==> src/rtl/mem_access_pkg.sv <==
// Shared types and encodings for the memory-access stage: FSM states,
// funct3 access sizes and fault cause codes.
package mem_access_pkg;

  typedef enum logic [1:0] {
    ST_IDLE = 2'd0,
    ST_REQ  = 2'd1,
    ST_WAIT = 2'd2,
    ST_DONE = 2'd3
  } mem_state_t;

  localparam logic [2:0] SIZE_B  = 3'b000;
  localparam logic [2:0] SIZE_H  = 3'b001;
  localparam logic [2:0] SIZE_W  = 3'b010;
  localparam logic [2:0] SIZE_BU = 3'b100;
  localparam logic [2:0] SIZE_HU = 3'b101;

  localparam logic [1:0] FAULT_NONE     = 2'b00;
  localparam logic [1:0] FAULT_MISALIGN = 2'b01;
  localparam logic [1:0] FAULT_ILLEGAL  = 2'b10;
  localparam logic [1:0] FAULT_TIMEOUT  = 2'b11;

  function automatic logic size_legal(input logic [2:0] size);
    return (size == SIZE_B) || (size == SIZE_H) || (size == SIZE_W) ||
           (size == SIZE_BU) || (size == SIZE_HU);
  endfunction

  // Halfwords need an even address, words a 4-byte aligned one.
  function automatic logic misaligned(input logic [2:0] size, input logic [1:0] off);
    logic bad;
    bad = 1'b0;
    if (size[1:0] == 2'b01) bad = off[0];
    if (size[1:0] == 2'b10) bad = (off != 2'b00);
    return bad;
  endfunction

endpackage

==> src/rtl/mem_access_load_align.sv <==
// Load alignment: moves the addressed byte/halfword of the read word down to
// bit 0 and applies sign or zero extension according to funct3.
module mem_load_align
  import mem_access_pkg::*;
(
  input  logic [2:0]  size,
  input  logic [1:0]  byte_off,
  input  logic [31:0] rdata,
  output logic [31:0] load_v
);

  logic [31:0] shifted;

  always_comb begin
    shifted = rdata >> {byte_off, 3'b000};
    case (size)
      SIZE_B:  load_v = {{24{shifted[7]}}, shifted[7:0]};
      SIZE_BU: load_v = {24'h000000, shifted[7:0]};
      SIZE_H:  load_v = {{16{shifted[15]}}, shifted[15:0]};
      SIZE_HU: load_v = {16'h0000, shifted[15:0]};
      default: load_v = rdata;
    endcase
  end

endmodule

==> src/rtl/mem_access.sv <==
// Memory-access stage: turns a latched load/store request into a single
// valid/ready bus transaction and reports completion, load data and faults.
module mem_access
  import mem_access_pkg::*;
#(
  parameter int unsigned WAIT_LIMIT = 255
) (
  input  logic        clk,
  input  logic        rst,
  input  logic        start,
  input  logic        mem_read,
  input  logic        mem_write,
  input  logic [2:0]  size,
  input  logic [31:0] addr,
  input  logic [31:0] store_v,
  output logic        req_valid,
  input  logic        req_ready,
  output logic        req_we,
  output logic [31:0] req_addr,
  output logic [3:0]  req_wstrb,
  output logic [31:0] req_wdata,
  input  logic        resp_valid,
  input  logic [31:0] resp_rdata,
  output logic        done,
  output logic [31:0] load_v,
  output logic        fault,
  output logic [1:0]  fault_cause
);

  localparam bit         TIMEOUT_EN = (WAIT_LIMIT != 0);
  localparam logic [7:0] LAST_CNT   = TIMEOUT_EN ? 8'(WAIT_LIMIT - 1) : 8'hFF;

  mem_state_t  state_q, state_d;
  logic        we_q, we_d;
  logic [2:0]  size_q, size_d;
  logic [31:0] addr_q, addr_d;
  logic [31:0] store_q, store_d;
  logic [1:0]  cause_q, cause_d;
  logic [7:0]  cnt_q, cnt_d;
  logic [31:0] load_v_q, load_v_d;
  logic [31:0] aligned_v;
  logic [7:0]  cnt_sat;
  logic        timeout_hit;

  mem_load_align u_load_align (
    .size     (size_q),
    .byte_off (addr_q[1:0]),
    .rdata    (resp_rdata),
    .load_v   (aligned_v)
  );

  assign cnt_sat     = (cnt_q == 8'hFF) ? cnt_q : cnt_q + 8'd1;
  assign timeout_hit = TIMEOUT_EN && (cnt_q == LAST_CNT);

  always_comb begin
    state_d  = state_q;
    we_d     = we_q;
    size_d   = size_q;
    addr_d   = addr_q;
    store_d  = store_q;
    cause_d  = cause_q;
    cnt_d    = cnt_q;
    load_v_d = load_v_q;
    case (state_q)
      ST_IDLE: begin
        if (start) begin
          we_d    = mem_write;
          size_d  = size;
          addr_d  = addr;
          store_d = store_v;
          cause_d = FAULT_NONE;
          if (!mem_read && !mem_write) begin
            state_d = ST_DONE;
          end else if ((mem_read && mem_write) || !size_legal(size)) begin
            cause_d = FAULT_ILLEGAL;
            state_d = ST_DONE;
          end else if (misaligned(size, addr[1:0])) begin
            cause_d = FAULT_MISALIGN;
            state_d = ST_DONE;
          end else begin
            cnt_d   = 8'd0;
            state_d = ST_REQ;
          end
        end
      end
      // An accepted request wins over a timeout in the same cycle so the
      // responder's ack is still awaited.
      ST_REQ: begin
        cnt_d = cnt_sat;
        if (req_ready) begin
          state_d = ST_WAIT;
        end else if (timeout_hit) begin
          cause_d = FAULT_TIMEOUT;
          state_d = ST_DONE;
        end
      end
      ST_WAIT: begin
        cnt_d = cnt_sat;
        if (resp_valid) begin
          if (!we_q) load_v_d = aligned_v;
          state_d = ST_DONE;
        end else if (timeout_hit) begin
          cause_d = FAULT_TIMEOUT;
          state_d = ST_DONE;
        end
      end
      default: state_d = ST_IDLE;
    endcase
  end

  always_ff @(posedge clk) begin
    if (rst) begin
      state_q  <= ST_IDLE;
      we_q     <= 1'b0;
      size_q   <= 3'b000;
      addr_q   <= 32'h0;
      store_q  <= 32'h0;
      cause_q  <= FAULT_NONE;
      cnt_q    <= 8'd0;
      load_v_q <= 32'h0;
    end else begin
      state_q  <= state_d;
      we_q     <= we_d;
      size_q   <= size_d;
      addr_q   <= addr_d;
      store_q  <= store_d;
      cause_q  <= cause_d;
      cnt_q    <= cnt_d;
      load_v_q <= load_v_d;
    end
  end

  always_comb begin
    req_valid = (state_q == ST_REQ);
    req_we    = req_valid && we_q;
    req_addr  = {addr_q[31:2], 2'b00};
    req_wstrb = 4'b0000;
    case (size_q[1:0])
      2'b00:   req_wdata = {4{store_q[7:0]}};
      2'b01:   req_wdata = {2{store_q[15:0]}};
      default: req_wdata = store_q;
    endcase
    if (req_we) begin
      case (size_q[1:0])
        2'b00:   req_wstrb = 4'b0001 << addr_q[1:0];
        2'b01:   req_wstrb = 4'b0011 << addr_q[1:0];
        default: req_wstrb = 4'b1111;
      endcase
    end
    done        = (state_q == ST_DONE);
    fault       = done && (cause_q != FAULT_NONE);
    fault_cause = done ? cause_q : FAULT_NONE;
    load_v      = load_v_q;
  end

endmodule

==> config.mk <==
export PLATFORM = sky130hd
export DESIGN_NAME = mem_access
export DESIGN_NICKNAME = d
export VERILOG_FILES = /design/src/rtl/mem_access_pkg.sv /design/src/rtl/mem_access_load_align.sv /design/src/rtl/mem_access.sv
export SDC_FILE = /design/constraint.sdc
export NUM_CORES = 1
export LEC_CHECK = 0
export ABC_CLOCK_PERIOD_IN_PS = 3680
export BUFFER_PORTS_ARGS = -buffer_cell sky130_fd_sc_hd__buf_4
export CAP_MARGIN = 10
export CORE_MARGIN = 3
export CORE_UTILIZATION = 54
export CTS_BUF_LIST = sky130_fd_sc_hd__clkbuf_16
export DETAILED_ROUTE_END_ITERATION = 8
export PLACE_DENSITY_LB_ADDON = 0.08
export SLEW_MARGIN = 20
export SYNTH_ARGS = -nofsm -noshare
export SYNTH_HDL_FRONTEND = slang
export SYNTH_SLANG_ARGS = --single-unit
==> constraint.sdc <==
create_clock -name clk -period 3.68 [get_ports clk]
set_clock_uncertainty 0.1 [all_clocks]
set_input_delay 0.736 -clock clk [delete_from_list [all_inputs] [get_ports clk]]
set_output_delay 0.736 -clock clk [all_outputs]
set_load 0.02 [all_outputs]
# After elaboration in Yosys (flattened, before gate mapping)
# Index checks and enable logic that the tools add are counted.
dict set report totals {
  out_inout_bits 106
  register_bits 112
  input_bits 106
  elab_cells 93
}
dict set report op_classes {
  shift 3
  bitwise_logic 1
  reduce_logical 25
  n_mux 33
  n_eq_ne 22
  n_addsub 1
}
# cell count
set ops {}
lappend ops {{32-bit case mux with 4 select lines} 1}
lappend ops {{32-bit case mux with 2 select lines} 1}
lappend ops {{8-bit two-way mux} 5}
lappend ops {{32-bit by 5-bit >> shifter with 16-bit output} 1}
lappend ops {{2-bit two-way mux} 14}
lappend ops {{8-bit equality test, second input constant} 2}
lappend ops {{8-bit case mux with 2 select lines} 1}
lappend ops {{2-bit != test, second input constant} 7}
lappend ops {{3-bit equality test, second input constant} 4}
lappend ops {{2-bit case mux with 3 select lines} 2}
lappend ops {{8-bit by 1-bit adder with 8-bit output, second input constant} 1}
lappend ops {{4-bit case mux with 2 select lines} 1}
lappend ops {{1-bit two-way mux} 7}
lappend ops {{2-bit by 1-bit equality test with 1-bit output, second input constant} 3}
lappend ops {{2-bit equality test, second input constant} 3}
lappend ops {{3-bit by 1-bit equality test with 1-bit output, second input constant} 2}
lappend ops {{3-bit zero test} 2}
lappend ops {{6-bit AND reduction} 1}
lappend ops {{2-bit nonzero test} 3}
lappend ops {{1-bit logical OR} 5}
lappend ops {{1-bit logical AND} 4}
lappend ops {{2-bit zero test} 2}
lappend ops {{4-bit two-way mux} 1}
lappend ops {{4-bit AND reduction} 1}
lappend ops {{other kinds (9)} 11}

# Logic depth before layout (Yosys ltp)
# Gate-level depths: netlist (run 1).
dict set report depth {
  ltp_word 16
  mapped_depth 8
  mapped_depth_nobuf 7
}

# Hierarchy
# Synthesis (run 1) repeated with hierarchy kept, for this count alone.
dict set report unflattened {
  hier_cells 754
  hier_area_um2 5677.9
}
# mod cells_per_inst seq_area_each_um2 area_per_inst_um2 instances
set by_module_without_submodules {}
lappend by_module_without_submodules {mem_access 643 2242.2 4962.3 1}
lappend by_module_without_submodules {mem_load_align 111 0.0 715.7 1}

# Least setup slack after synthesis (run 1)
# No wires, ideal clock.
dict set report synth_path {
  path_type {register to output}
  startpoint {register size_q[0]}
  endpoint {output req_wdata[26]}
  t_required_ps 2844
  path_slack_ps 1336
  path_buffers 2
  arrival_time_ps 1508
  path_stages_with_launch 5
  cell_sequence {dfxtp_1 clkbuf_1 buf_1 mux2i_1 o21ai_0}
}
dict set report synth_between {
  elab_chain_cells 2
  elab_cells_between_ends 3
  classes_between {1 x eq/ne; 1 x mux; 1 x reduce/logical}
}
# item line_no
set synth_rtl {}
lappend synth_rtl {{start, declared} mem_access.sv:35} ;# logic [2:0] size_q, size_d;
lappend synth_rtl {{start signal, assigned} mem_access.sv:124} ;# size_q <= size_d;
lappend synth_rtl {{2-bit by 1-bit equality test with 1-bit output or 2-bit zero test (tied branches)} mem_access.sv:138} ;# case (size_q[1:0])
lappend synth_rtl {{32-bit case mux with 2 select lines (*)} mem_access.sv:138}
lappend synth_rtl {{end, declared} mem_access.sv:21} ;# output logic [31:0] req_wdata,
# Every way passes the cells marked *; elsewhere a longest branch is shown, timed or not.

# Final worst setup path (run 1)
dict set report layout_path {
  startpoint {register size_q[0]}
  endpoint {output req_wdata[9]}
}
# The elaborated chain is that of the path after synthesis.

==> metrics.md, run 1 <==
| Metric | Value |
|---|---|
| Worst-margin pin slew | 973 ps |
| First-pass GRT wire length | 25,000 um |
| Final min period | 2810 ps |
| # H-tree levels | 3 |
| First-pass iteration count of the detailed router | 5 |
| Antenna violations before repair | 0 |
| Setup TNS | 0 ps |
| CP max FO | 9 |
| Die area | 0.0117 mm^2 |
| Maximum clock rate | 355 MHz |
| Clk pin slew, worst setup/hold paths | 70 ps |
| FF+latch area | 0.00224 mm^2 |
| Synth-to-layout area growth | 27.9% |
| Rows | 36 |
| Gate power share | 36.4% |
| I/O pin total | 212 |
| Fillers | 792 |
| WL met1 | 6540 um |
| Switching share of total power | 37.3% |
| Hold Crit Class | flop to flop |
| Final number of max-transition violations | 0 |
| Critical path class | flop to output pin |
| Hpwl dp | 11,600 um |
| Die Ht | 108 um |
| RSZ-0062 raised after global routing | false |
| Nature of the critical path startpoint | flop |
| Max-Cap Viols | 0 |
| Clock root cell | clkbuf_16 |
| Synth Instances | 721 |
| DRC | 0 |
| CP required | 2840 ps |
| CTS Sinks | 112 |
| Crit. End Element | output pin |
| Starting DRT DRC Count | 330 |
| Fin crit share | 76.5% |
| Synth area leaders | dfxtp_1, nand2_1, a21oi_1 |
| Vias in the first global route | 5,121 |
| Post-CTS Setup Repair Bufs | 0 |
| Hold Violations, Final | 0 |
| Routed vias/inst | 5.51 |
| Pleak | 3.01 nW |
| Pwr per Cell Area | 529 mW/mm^2 |
| Avg WL per Cell | 16.0 um |
| Yosys top cell area share | 39.7% |
| Via count | 5,486 |
| Ys async rst share | 0% |
| Sequential Power Share | 39.0% |
| Hold Buf Count CTS | 0 |
| Top sig layer | met4 |
| CTS tree | done |
| Netlist cell types | 49 |
| Nets | 970 |
| Hold depth | 2 |
| Post-synth EDFFs | 0 |
| Max VDD drop | 0.283 mV |
| Status | finished, final reports clean |
| Cell taking the most area after synthesis | dfxtp_1 |
| Routed length on met3 | 1420 um |
| Routed WL | 16,000 um |
| Switching power | 1.42 mW |
| Ant diodes | 0 |
| Clock power frac | 24.6% |
| P_int | 2.40 mW |
| Top-count cell post-synth | nand2_1 |
| Post-synthesis cell area | 0.00565 mm^2 |
| Main synth FF type | dfxtp_1 |
| Wire length on met2 | 7730 um |
| Resized cells post-CTS | 0 |
| Final setup fails | 0 |
| Seq/Total Area, Yosys | 39.7% |
| Fraction of layout cells with a size suffix above 1 | 30.4% |
| GRT Total Usage | 26.6% |
| Total power | 3.82 mW |
| Avg Cell Area, Syn | 7.84 um^2 |
| Total congestion overflow | 0 |
| Critical path arrival | 1980 ps |
| Clock tree buffer depth | 2 |
| Multi-input gate area | 0.00283 mm^2 |
| Number of buffers added on ports | 209 |
| RD Place Congestion | 0.905 |
| Largest net degree at the start of global routing | 78 |
| Core area | 0.00995 mm^2 |
| Die X | 108 um |
| Max-slew headroom | 34.9% |
| Number of synthesized register bits | 112 |
| Warnings from Yosys | 0 |
| Most instantiated cells after synthesis | nand2_1, dfxtp_1, a21oi_1, buf_4, nor2_1 |
| R2R depth | 7 |
| Starting density of the core | 56.8% |
| Worst-Skew Late Latency | 350 ps |
| ANT nets after route | 0 |
| CTS Buf Count | 9 |
==> area by class of cell <==
class	instances	share of cell area [%]
sequential	112	31.0
inverter	20	1.04
clock buffer	9	3.12
clock inverter	7	0.745
tap	133	2.30
multi-input combinational	498	39.2
timing repair buffer	217	22.5
==> layout by cell type (no fill, tap or decap), types with 3 or more instances in the layout <==
cell type / n
a211oi_1: 22
nor2_1: 36
a22oi_1: 5
a211o_1: 4
buf_4: 217
nand2b_1: 4
nand3_1: 4
and2_1: 4
o2111a_1: 5
nand2_1: 183
o221ai_1: 7
ha_1: 6
a21oi_1: 94
and4_1: 3
o41ai_1: 6
nand3b_1: 3
a221oi_1: 7
dfxtp_1: 111
or3_1: 7
a311o_1: 5
o21bai_1: 7
o22ai_1: 5
inv_1: 20
nor2b_1: 8
mux2_2: 16
mux2i_1: 12
clkbuf_16: 9
o21ai_0: 16
==> power by group through the flow <==
| stage | sequential, mW | clock, mW | combinational, mW |
|---|---|---|---|
| floorplan | 1.54 | 0 | 0.918 |
| global placement | 1.51 | 0 | 1.35 |
| detailed placement | 1.52 | 0 | 1.38 |
| CTS | 1.49 | 0.948 | 1.39 |
| global route | 1.51 | 1.00 | 1.52 |
| finish | 1.49 | 0.940 | 1.39 |
==> routing by layer <==
layer / GRT usage [%] / vias to the layer above
met2: 45.2 / 239
met4: 9.11 / 0
met1: 32.6 / 2508
met3: 7.10 / 31
met5: 0 / -
li1: - / 2708
==> sequential cells by signal, summed over array words and instances (netlist names) <==
signal / cells
cnt_q: 8
store_q: 32
cause_q: 2
we_q: 1
state_q: 2
size_q: 3
addr_q: 32
load_v: 32
==> worst paths after layout <==
kind	start	endpoint	slack (ps)
max	size_q[0]	req_wdata[9]	870
min	load_v[3]	load_v[3]	360
max reg2reg	state_q[0]	cnt_q[6]	1310
min reg2reg	load_v[3]	load_v[3]	360
==> stage by stage <==
| stage | util [%] | setup WS [ps] | std cells | hold WS, ps | instance area (um^2) |
|---|---|---|---|---|---|
| 2_1_floorplan | - | 1340 | 722 | 333 | 5650 |
| 3_3_place_gp | 69.8 | 1240 | 980 | 340 | 6950 |
| 3_5_place_dp | 69.8 | 1210 | 980 | 347 | 6950 |
| 4_1_cts | 72.6 | 834 | 996 | 356 | 7230 |
| 5_1_grt | 72.6 | 742 | 996 | 375 | 7230 |
| 6_report | 72.6 | 867 | 996 | 355 | 7230 |
==> worst max-delay path, cell delays in order (launching register included) <==
cell     delay [ps]
dfxtp_1         310
nor2_1          740
mux2_2          420
buf_4           160
==> kinds of logic (layout without fill, tap and decap cells) <==
logic type	Yosys count	after routing	share of synthesized area (%)
AOI/OAI and AO/OA	197	197	22.9
xor gates and xnor gates	1	1	0.155
adders and majority gates	6	6	1.33
buffers and inverters	112	253	10.4
DFF	112	112	39.7
muxes	29	29	5.71
other	1	2	0.0664
and+or+nand+nor	263	263	19.8
(Power assumes the default switching activity.)
==> run 2: changes to the inputs <==
Settings changed: ABC_AREA from default to 1, ABC_CLOCK_PERIOD_IN_PS 3680 to 2610, CORE_UTILIZATION 54 to 50.
Clock period 3.68 ns to 2.61 ns, I/O delays scaled along.
==> run 2 against run 1 <==
  * Cell area grew 2.3%
  * Largest cell class unchanged
  * Combinational power grew to 2.6 times the previous value
  * Register-to-register slack lost 730 ps
  * Critical endpoint is now req_wstrb[2]
  * First-iteration DRC count grew 3.6%
  * Routed wire length is essentially flat
  * Flip-flop and latch count is the same
  * Clock power grew 33%
==> metrics.md, run 2 <==
| Metric | Value |
|---|---|
| Post-CTS Setup Repair Bufs | 0 (unchanged) |
| Yosys top cell area share | 38.5% (was 39.7%) |
| Number of synthesized register bits | 112 (unchanged) |
| Setup WS post-layout | 236 ps (was 867 ps) |
| Ys async rst share | 0% (unchanged) |
| RSZ-0062 raised after global routing | false (unchanged) |
| Hold Buf Count CTS | 0 (unchanged) |
| Resized cells post-CTS | 0 (unchanged) |
| Nature of the critical path startpoint | flop (unchanged) |
| Critical hold path startpoint | addr[27] (was load_v[3]) |
| Top-count cell post-synth | nand2_1 (unchanged) |
| Ant diodes | 0 (unchanged) |
| Nets | 1,131 (was 970) |
| GRT Total Usage | 24.0% (was 26.6%) |
| DP Worst Slack | 471 ps (was 1210 ps) |
| R2R depth | 11 (was 7) |
| Largest net degree at the start of global routing | 60 (was 78) |
| Routed WL | 16,000 um (about the same) |
| Warnings from Yosys | 0 (unchanged) |
| Finished Cell Area | 0.00739 mm^2 (was 0.00723 mm^2) |
| Critical path class | flop to output pin (unchanged) |
| Hold Violations, Final | 0 (unchanged) |
| I/O pin total | 212 (unchanged) |
| Via count | 5,772 (was 5,486) |
| Fillers | 1,114 (was 792) |
| Clock root cell | clkbuf_16 (unchanged) |
| Fin Hold WS | 312 ps (was 355 ps) |
| Die X | 114 um (was 108 um) |
| Post-synthesis cell area | 0.00582 mm^2 (was 0.00565 mm^2) |
| Final min period | 2370 ps |
| Synth area leaders | dfxtp_1, nand2_1, nor2_1 (was dfxtp_1, nand2_1, a21oi_1) |
| # H-tree levels | 3 (unchanged) |
| WHS Endpoint | addr_q[27] (was load_v[3]) |
| Routed vias/inst | 4.96 (was 5.51) |
| Worst-Skew Late Latency | 360 ps (was 350 ps) |
| Reg2reg end | load_v[24] (was cnt_q[6]) |
| Core area | 0.0111 mm^2 (was 0.00995 mm^2) |
| Hpwl dp | 11,800 um (was 11,600 um) |
| Crit. End Element | output pin (unchanged) |
| Final setup fails | 0 (unchanged) |
| DRC | 0 (unchanged) |
| Synth Instances | 871 (was 721) |
| Cell taking the most area after synthesis | dfxtp_1 (unchanged) |
| Clock tree buffer depth | 2 (unchanged) |
| Setup TNS | 0 ps (unchanged) |
| Die Ht | 114 um (was 108 um) |
| Commonest non-fill, non-tap cells in the layout | buf_4, nand2_1, nor2_1, o21ai_0, dfxtp_1 (was buf_4, nand2_1, dfxtp_1, a21oi_1, nor2_1) |
| Total congestion overflow | 0 (unchanged) |
| Placed inst area | 0.00713 mm^2 (was 0.00695 mm^2) |
| Pleak | 3.61 nW (was 3.01 nW) |
| Hold Crit Class | input pin to flop (was flop to flop) |
| Final non-filler cell total | 1,164 (was 996) |
| Fin crit share | 91.0% |
| R2R Setup Slk | 580 ps (was 1310 ps) |
| CP max FO | 11 (was 9) |
| Maximum clock rate | 421 MHz |
| Avg Cell Area, Syn | 6.68 um^2 (was 7.84 um^2) |
| Fraction of layout cells with a size suffix above 1 | 26.6% (was 30.4%) |
| DP Cell Count | 1,148 (was 980) |
| Pwr per Cell Area | 989 mW/mm^2 (was 529 mW/mm^2) |
| Crit path max-delay family | flip-flops (was simple AND/OR/NAND/NOR gates) |
| Hold depth | 3 (was 2) |
| Avg WL per Cell | 13.7 um (was 16.0 um) |
| Commonest non-fill, non-tap cell in the layout | buf_4 (unchanged) |
| Max VDD drop | 0.762 mV (was 0.283 mV) |
| FF+latch area | 0.00224 mm^2 (about the same) |
| Max-Cap Viols | 0 (unchanged) |
| Buf/Inv on CP | 2 (was 1) |
| CTS Sinks | 112 (unchanged) |
| First-pass GRT wire length | 25,200 um (was 25,000 um) |
| Status | finished, final reports clean (unchanged) |
| CTS Buf Count | 9 (unchanged) |
| Multi-input gate area | 0.00281 mm^2 (was 0.00283 mm^2) |
| CP max stage cell | dfxtp_1 (was nor2_1) |
| Main synth FF type | dfxtp_1 (unchanged) |
| CTS tree | done (unchanged) |
| Vias in the first global route | 5,147 (was 5,121) |
| RD Place Congestion | 0.925 (was 0.905) |
| Synth-to-layout area growth | 27.1% (was 27.9%) |
| CP Cell Sequence | inv_2, nor2_4, nor2_1, a21oi_1, buf_4 (was nor2_1, mux2_2, buf_4) |
| Critical path arrival | 1750 ps (was 1980 ps) |
| Starting density of the core | 52.3% (was 56.8%) |
| ANT nets after route | 0 (unchanged) |
| Post-synth EDFFs | 0 (unchanged) |
| Most instantiated cells after synthesis | nand2_1, nor2_1, o21ai_0, dfxtp_1, inv_1 (was nand2_1, dfxtp_1, a21oi_1, buf_4, nor2_1) |
| Seq/Total Area, Yosys | 38.5% (was 39.7%) |
| Final number of max-transition violations | 0 (unchanged) |
| Starting DRT DRC Count | 342 (was 330) |
| Die area | 0.0130 mm^2 (was 0.0117 mm^2) |
| Rows | 38 (was 36) |
| Antenna violations before repair | 0 (unchanged) |
| CP required | 1990 ps (was 2840 ps) |
| Reg-to-reg startpoint | addr_q[1] (was state_q[0]) |
| First-pass iteration count of the detailed router | 7 (was 5) |
| Clk pin slew, worst setup/hold paths | 70 ps (about the same) |
| Number of buffers added on ports | 209 (unchanged) |
| Netlist cell types | 34 (was 49) |
| CP max stage delay | 630 ps (was 740 ps) |
## run 2: changes by cell type after synthesis, moves of 12 or more
cell,before,now
a21oi_1,94,37
o21ai_0,16,115
mux2_2,16,0
a211oi_1,22,0
nor2_1,37,188
mux2i_1,12,0
inv_1,20,50
nand2_2,0,16
nand3_1,4,39
## run 2: final cells by class
cell class / count / area share (%)
inverter: 58 / 3.01
clock buffer: 9 / 3.05
sequential: 112 / 30.4
tap: 140 / 2.37
timing repair buffer: 218 / 22.6
clock inverter: 7 / 0.508
multi-input combinational: 620 / 38.1
## run 2: cells by family after synthesis
family / Yosys count / share of synthesized area, %
and+or+nand+nor: 450 / 32.5
xor gates and xnor gates: 1 / 0.151
adders and majority gates: 6 / 1.29
buffers and inverters: 140 / 13.2
AOI/OAI and AO/OA: 161 / 14.2
other: 1 / 0.0645
DFF: 112 / 38.5
## run 2: worst max path at each step
stage                          start      endpoint  slack, ps  cells after the start
after CTS                  addr_q[0]  req_wstrb[2]         80                      5
after detailed placement   addr_q[0]  req_wstrb[2]        470                      5
after global placement     addr_q[0]  req_wstrb[2]        510                      5
after floorplan           state_q[1]  req_wstrb[1]        750                      4
after global routing       addr_q[1]  req_wstrb[2]        120                      5
final                      addr_q[1]  req_wstrb[2]        240                      5
## run 2: per-layer routing
metal / up-vias / global-route usage [%] / wire length, um
met2: 196 / 39.0 / 7410
li1: 3012 / - / -
met4: 0 / 8.23 / 317
met3: 26 / 5.73 / 1210
met1: 2538 / 31.4 / 7040
met5: - / 0 / 0
## run 2: worst register-to-register path, delay by kind of cell (launching register included)
family / cells / cell delay (ps)
buf+inv: 3 / 260
flops: 1 / 630
simple gates: 8 / 950
## run 2: report_power, final
group / total [mW] / internal, mW / switching (mW)
registers: 2.51 / 2.18 / 0.327
clock network: 1.25 / 0.638 / 0.613
logic: 3.55 / 1.34 / 2.21
total: 7.31 / 4.16 / 3.15
## run 2: through the flow
step           total power [mW]  utilization, %
2_1_floorplan              5.04               -
3_3_place_gp               6.07            64.1
3_5_place_dp               6.09            64.1
4_1_cts                    7.36            66.4
5_1_grt                    7.83            66.4
6_report                   7.31            66.4
==> run 3: changes to the inputs <==
Settings changed: ABC_CLOCK_PERIOD_IN_PS 2610 to 2700, CELL_PAD_IN_SITES_DETAIL_PLACEMENT from default to 0, CELL_PAD_IN_SITES_GLOBAL_PLACEMENT from default to 1, CORE_UTILIZATION 50 to 34, SYNTH_HIERARCHICAL from default to 1.
Clock period 2.61 ns to 2.7 ns, I/O delays scaled along.
==> run 3 against run 2 <==
  * Cell area increased by 2.1%
  * Via count up 0.95%
  * First-iteration DRC count fell by 16%
  * Core utilization is 21 points lower
  * Clock power up 12%
  * Flip-flop and latch count unchanged
  * Cell count grew 7.6%
  * Sequential power down 4%
  * Count of clock-buffer cells in the layout stayed put
  * Worst setup slack gained 68 ps
  * Die area increased by 45%
  * Register-to-register slack barely moved
==> metrics.md, run 3 <==
| Metric | Value |
|---|---|
| Status | finished, final reports clean (unchanged) |
| Final number of max-transition violations | 0 (unchanged) |
| Top sig layer | met4 (unchanged) |
| Top-count cell post-synth | nor2_1 (was nand2_1) |
| CP max stage delay | 550 ps (was 630 ps) |
| Setup TNS | 0 ps (unchanged) |
| CTS Sinks | 112 (unchanged) |
| Sequential Power Share | 33.1% (was 34.3%) |
| Antenna violations before repair | 0 (unchanged) |
| R2R depth | 8 (was 11) |
| Nets | 1,140 (was 1,131) |
| CP Cell Sequence | nor2_2, nand2_1, o211ai_1, buf_4 (was inv_2, nor2_4, nor2_1, a21oi_1, buf_4) |
| Post-synthesis cell area | 0.00582 mm^2 (about the same) |
| Wire length on met2 | 8120 um (was 7410 um) |
| Synth-to-layout area growth | 29.7% (was 27.1%) |
| Die area | 0.0187 mm^2 (was 0.0130 mm^2) |
| Final non-filler cell total | 1,253 (was 1,164) |
| P_int | 4.13 mW (was 4.16 mW) |
| Number of buffers added on ports | 209 (unchanged) |
| Critical hold path startpoint | addr[29] (was addr[27]) |
| CP max FO | 16 (was 11) |
| DRC | 0 (unchanged) |
| Resized cells post-CTS | 1 (was 0) |
| Hold Crit Class | input pin to flop (unchanged) |
| Avg Cell Area, Syn | 6.58 um^2 (was 6.68 um^2) |
| Critical path arrival | 1760 ps (was 1750 ps) |
| Ys async rst share | 0% (unchanged) |
| Clock root cell | clkbuf_16 (unchanged) |
| Commonest non-fill, non-tap cells in the layout | buf_4, nor2_1, nand2_1, o21ai_0, dfxtp_1 (was buf_4, nand2_1, nor2_1, o21ai_0, dfxtp_1) |
| CTS tree | done (unchanged) |
| Clk pin slew, worst setup/hold paths | 80 ps (was 70 ps) |
| Synth area leaders | dfxtp_1, nor2_1, o21ai_0 (was dfxtp_1, nand2_1, nor2_1) |
| Routed WL | 18,200 um (was 16,000 um) |
| Critical path class | flop to output pin (unchanged) |
| Max-slew headroom | 54.1% |
| DP Cell Count | 1,237 (was 1,148) |
| Fin crit share | 88.7% |
| Routed length on met3 | 1350 um (was 1210 um) |
| CTS Buf Count | 9 (unchanged) |
| Finished Cell Area | 0.00755 mm^2 (was 0.00739 mm^2) |
| First-pass iteration count of the detailed router | 5 (was 7) |
| CP required | 2060 ps (was 1990 ps) |
| Main synth FF type | dfxtp_1 (unchanged) |
| Vias in the first global route | 5,386 (was 5,147) |
| Post-synth EDFFs | 0 (unchanged) |
| Starting DRT DRC Count | 286 (was 342) |
| Avg WL per Cell | 14.5 um (was 13.7 um) |
| Clock tree buffer depth | 2 (unchanged) |
| Crit. End Element | output pin (unchanged) |
| Via count | 5,827 (was 5,772) |
| Routed vias/inst | 4.65 (was 4.96) |
| Clock power frac | 19.1% (was 17.1%) |
| CP max stage cell | nor2_2 (was dfxtp_1) |
| # H-tree levels | 3 (unchanged) |
| Post-CTS Setup Repair Bufs | 0 (unchanged) |
| Yosys top cell area share | 38.5% (about the same) |
| Seq/Total Area, Yosys | 38.5% (about the same) |
| Rows | 47 (was 38) |
| DP Worst Slack | 391 ps (was 471 ps) |
| Total congestion overflow | 0 (unchanged) |
| Most instantiated cells after synthesis | nor2_1, nand2_1, o21ai_0, dfxtp_1, nand3_1 (was nand2_1, nor2_1, o21ai_0, dfxtp_1, inv_1) |
| Number of synthesized register bits | 112 (unchanged) |
| Commonest non-fill, non-tap cell in the layout | buf_4 (unchanged) |
| Max VDD drop | 0.433 mV (was 0.762 mV) |
| Reg2reg end | load_v[26] (was load_v[24]) |
| Synth Instances | 885 (was 871) |
| Final setup fails | 0 (unchanged) |
| Largest net degree at the start of global routing | 85 (was 60) |
| ANT nets after route | 0 (unchanged) |
| Starting density of the core | 34.9% (was 52.3%) |
| Fraction of layout cells with a size suffix above 1 | 25.5% (was 26.6%) |
| Hold Buf Count CTS | 0 (unchanged) |
| Switching share of total power | 43.3% (was 43.0%) |
| Core area | 0.0167 mm^2 (was 0.0111 mm^2) |
| RD Place Congestion | 0.781 (was 0.925) |
| Hold Violations, Final | 0 (unchanged) |
| Worst-margin pin slew | 689 ps |
| Pleak | 3.63 nW (was 3.61 nW) |
| Die Ht | 137 um (was 114 um) |
| Util after Layout | 45.2% (was 66.4%) |
| Worst-Skew Late Latency | 360 ps (about the same) |
| Nature of the critical path startpoint | flop (unchanged) |
| GRT Total Usage | 19.3% (was 24.0%) |
| Maximum clock rate | 417 MHz |
| Warnings from Yosys | 6 (was 0) |
| Ant diodes | 0 (unchanged) |
| Max-Cap Viols | 0 (unchanged) |
| I/O pin total | 212 (unchanged) |
| Hold depth | 3 (unchanged) |
| Final min period | 2400 ps |
| Die X | 137 um (was 114 um) |
| Setup WS post-layout | 304 ps (was 236 ps) |
| Hpwl dp | 13,100 um (was 11,800 um) |
| Gate power share | 47.8% (was 48.6%) |
| Reg-to-reg startpoint | addr_q[1] (unchanged) |
| R2R Setup Slk | 570 ps (was 580 ps) |
| Placed inst area | 0.00724 mm^2 (was 0.00713 mm^2) |
| WHS Endpoint | addr_q[29] (was addr_q[27]) |
| RSZ-0062 raised after global routing | false (unchanged) |
| Netlist cell types | 32 (was 34) |
| First-pass GRT wire length | 28,600 um (was 25,200 um) |
| Switching power | 3.16 mW (was 3.15 mW) |
| Pwr per Cell Area | 966 mW/mm^2 (was 989 mW/mm^2) |
| WL met1 | 8490 um (was 7040 um) |
| Cell taking the most area after synthesis | dfxtp_1 (unchanged) |
run 3: cell count changes in the layout (fill, tap and decap cells not counted), sizes merged, moves of 5 or more:
| cell | previous run | this run |
|---|---|---|
| nand2 | 210 | 177 |
| o21ai | 115 | 138 |
| nor2 | 195 | 213 |
| nand3 | 41 | 52 |
| a21oi | 37 | 32 |
run 3: area by class of cell:
cell class,count,area [um^2]
Clock buffer,9,225
Inverter,52,198
Multi-Input combinational cell,635,2870
Sequential cell,112,2240
Timing Repair Buffer,218,1660
Tap cell,220,275
Fill cell,1855,9150
Clock inverter,7,78.8
run 3: worst max path at each step:
stage	start	slack, ps	cells after the start	endpoint
3_3_place_gp	size_q[0]	440	4	req_wdata[27]
2_1_floorplan	state_q[1]	760	6	req_wstrb[2]
4_1_cts	size_q[0]	300	4	req_wdata[26]
6_report	size_q[0]	300	4	req_wdata[26]
3_5_place_dp	size_q[0]	390	4	req_wdata[26]
5_1_grt	size_q[0]	120	4	req_wdata[26]
run 3: worst max-delay path: cells and delay by family (launching register included):
family	cells	cell delay [ps]
flops	1	370
simple gates	2	720
compound gates	1	140
buf+inv	1	170
run 3: cell families after synthesis:
logic type | after synthesis | share of synthesized area [%]
AOI/OAI and AO/OA | 180 | 16.3
xor gates and xnor gates | 1 | 0.150
adders and majority gates | 6 | 1.29
buffers and inverters | 139 | 12.4
DFF | 112 | 38.5
other | 1 | 0.0644
and+or+nand+nor | 446 | 31.3
run 3: per-stage QoR:
step / hold WS [ps] / power (mW)
floorplan: 344 / 4.89
global placement: 364 / 5.96
detailed placement: 371 / 5.97
CTS: 307 / 7.41
global route: 321 / 7.88
finish: 325 / 7.29
run 3: power by group through the flow:
stage	registers [mW]	logic, mW	clock network [mW]
2_1_floorplan	2.48	2.41	0
3_3_place_gp	2.44	3.52	0
3_5_place_dp	2.45	3.52	0
4_1_cts	2.42	3.54	1.46
5_1_grt	2.47	3.90	1.51
6_report	2.41	3.49	1.40
run 3: layer usage:
| layer | vias up | global-route usage, % |
|---|---|---|
| met5 | - | 0 |
| met4 | 0 | 5.60 |
| met3 | 17 | 5.04 |
| met2 | 152 | 29.8 |
| met1 | 2589 | 26.5 |
| li1 | 3069 | - |
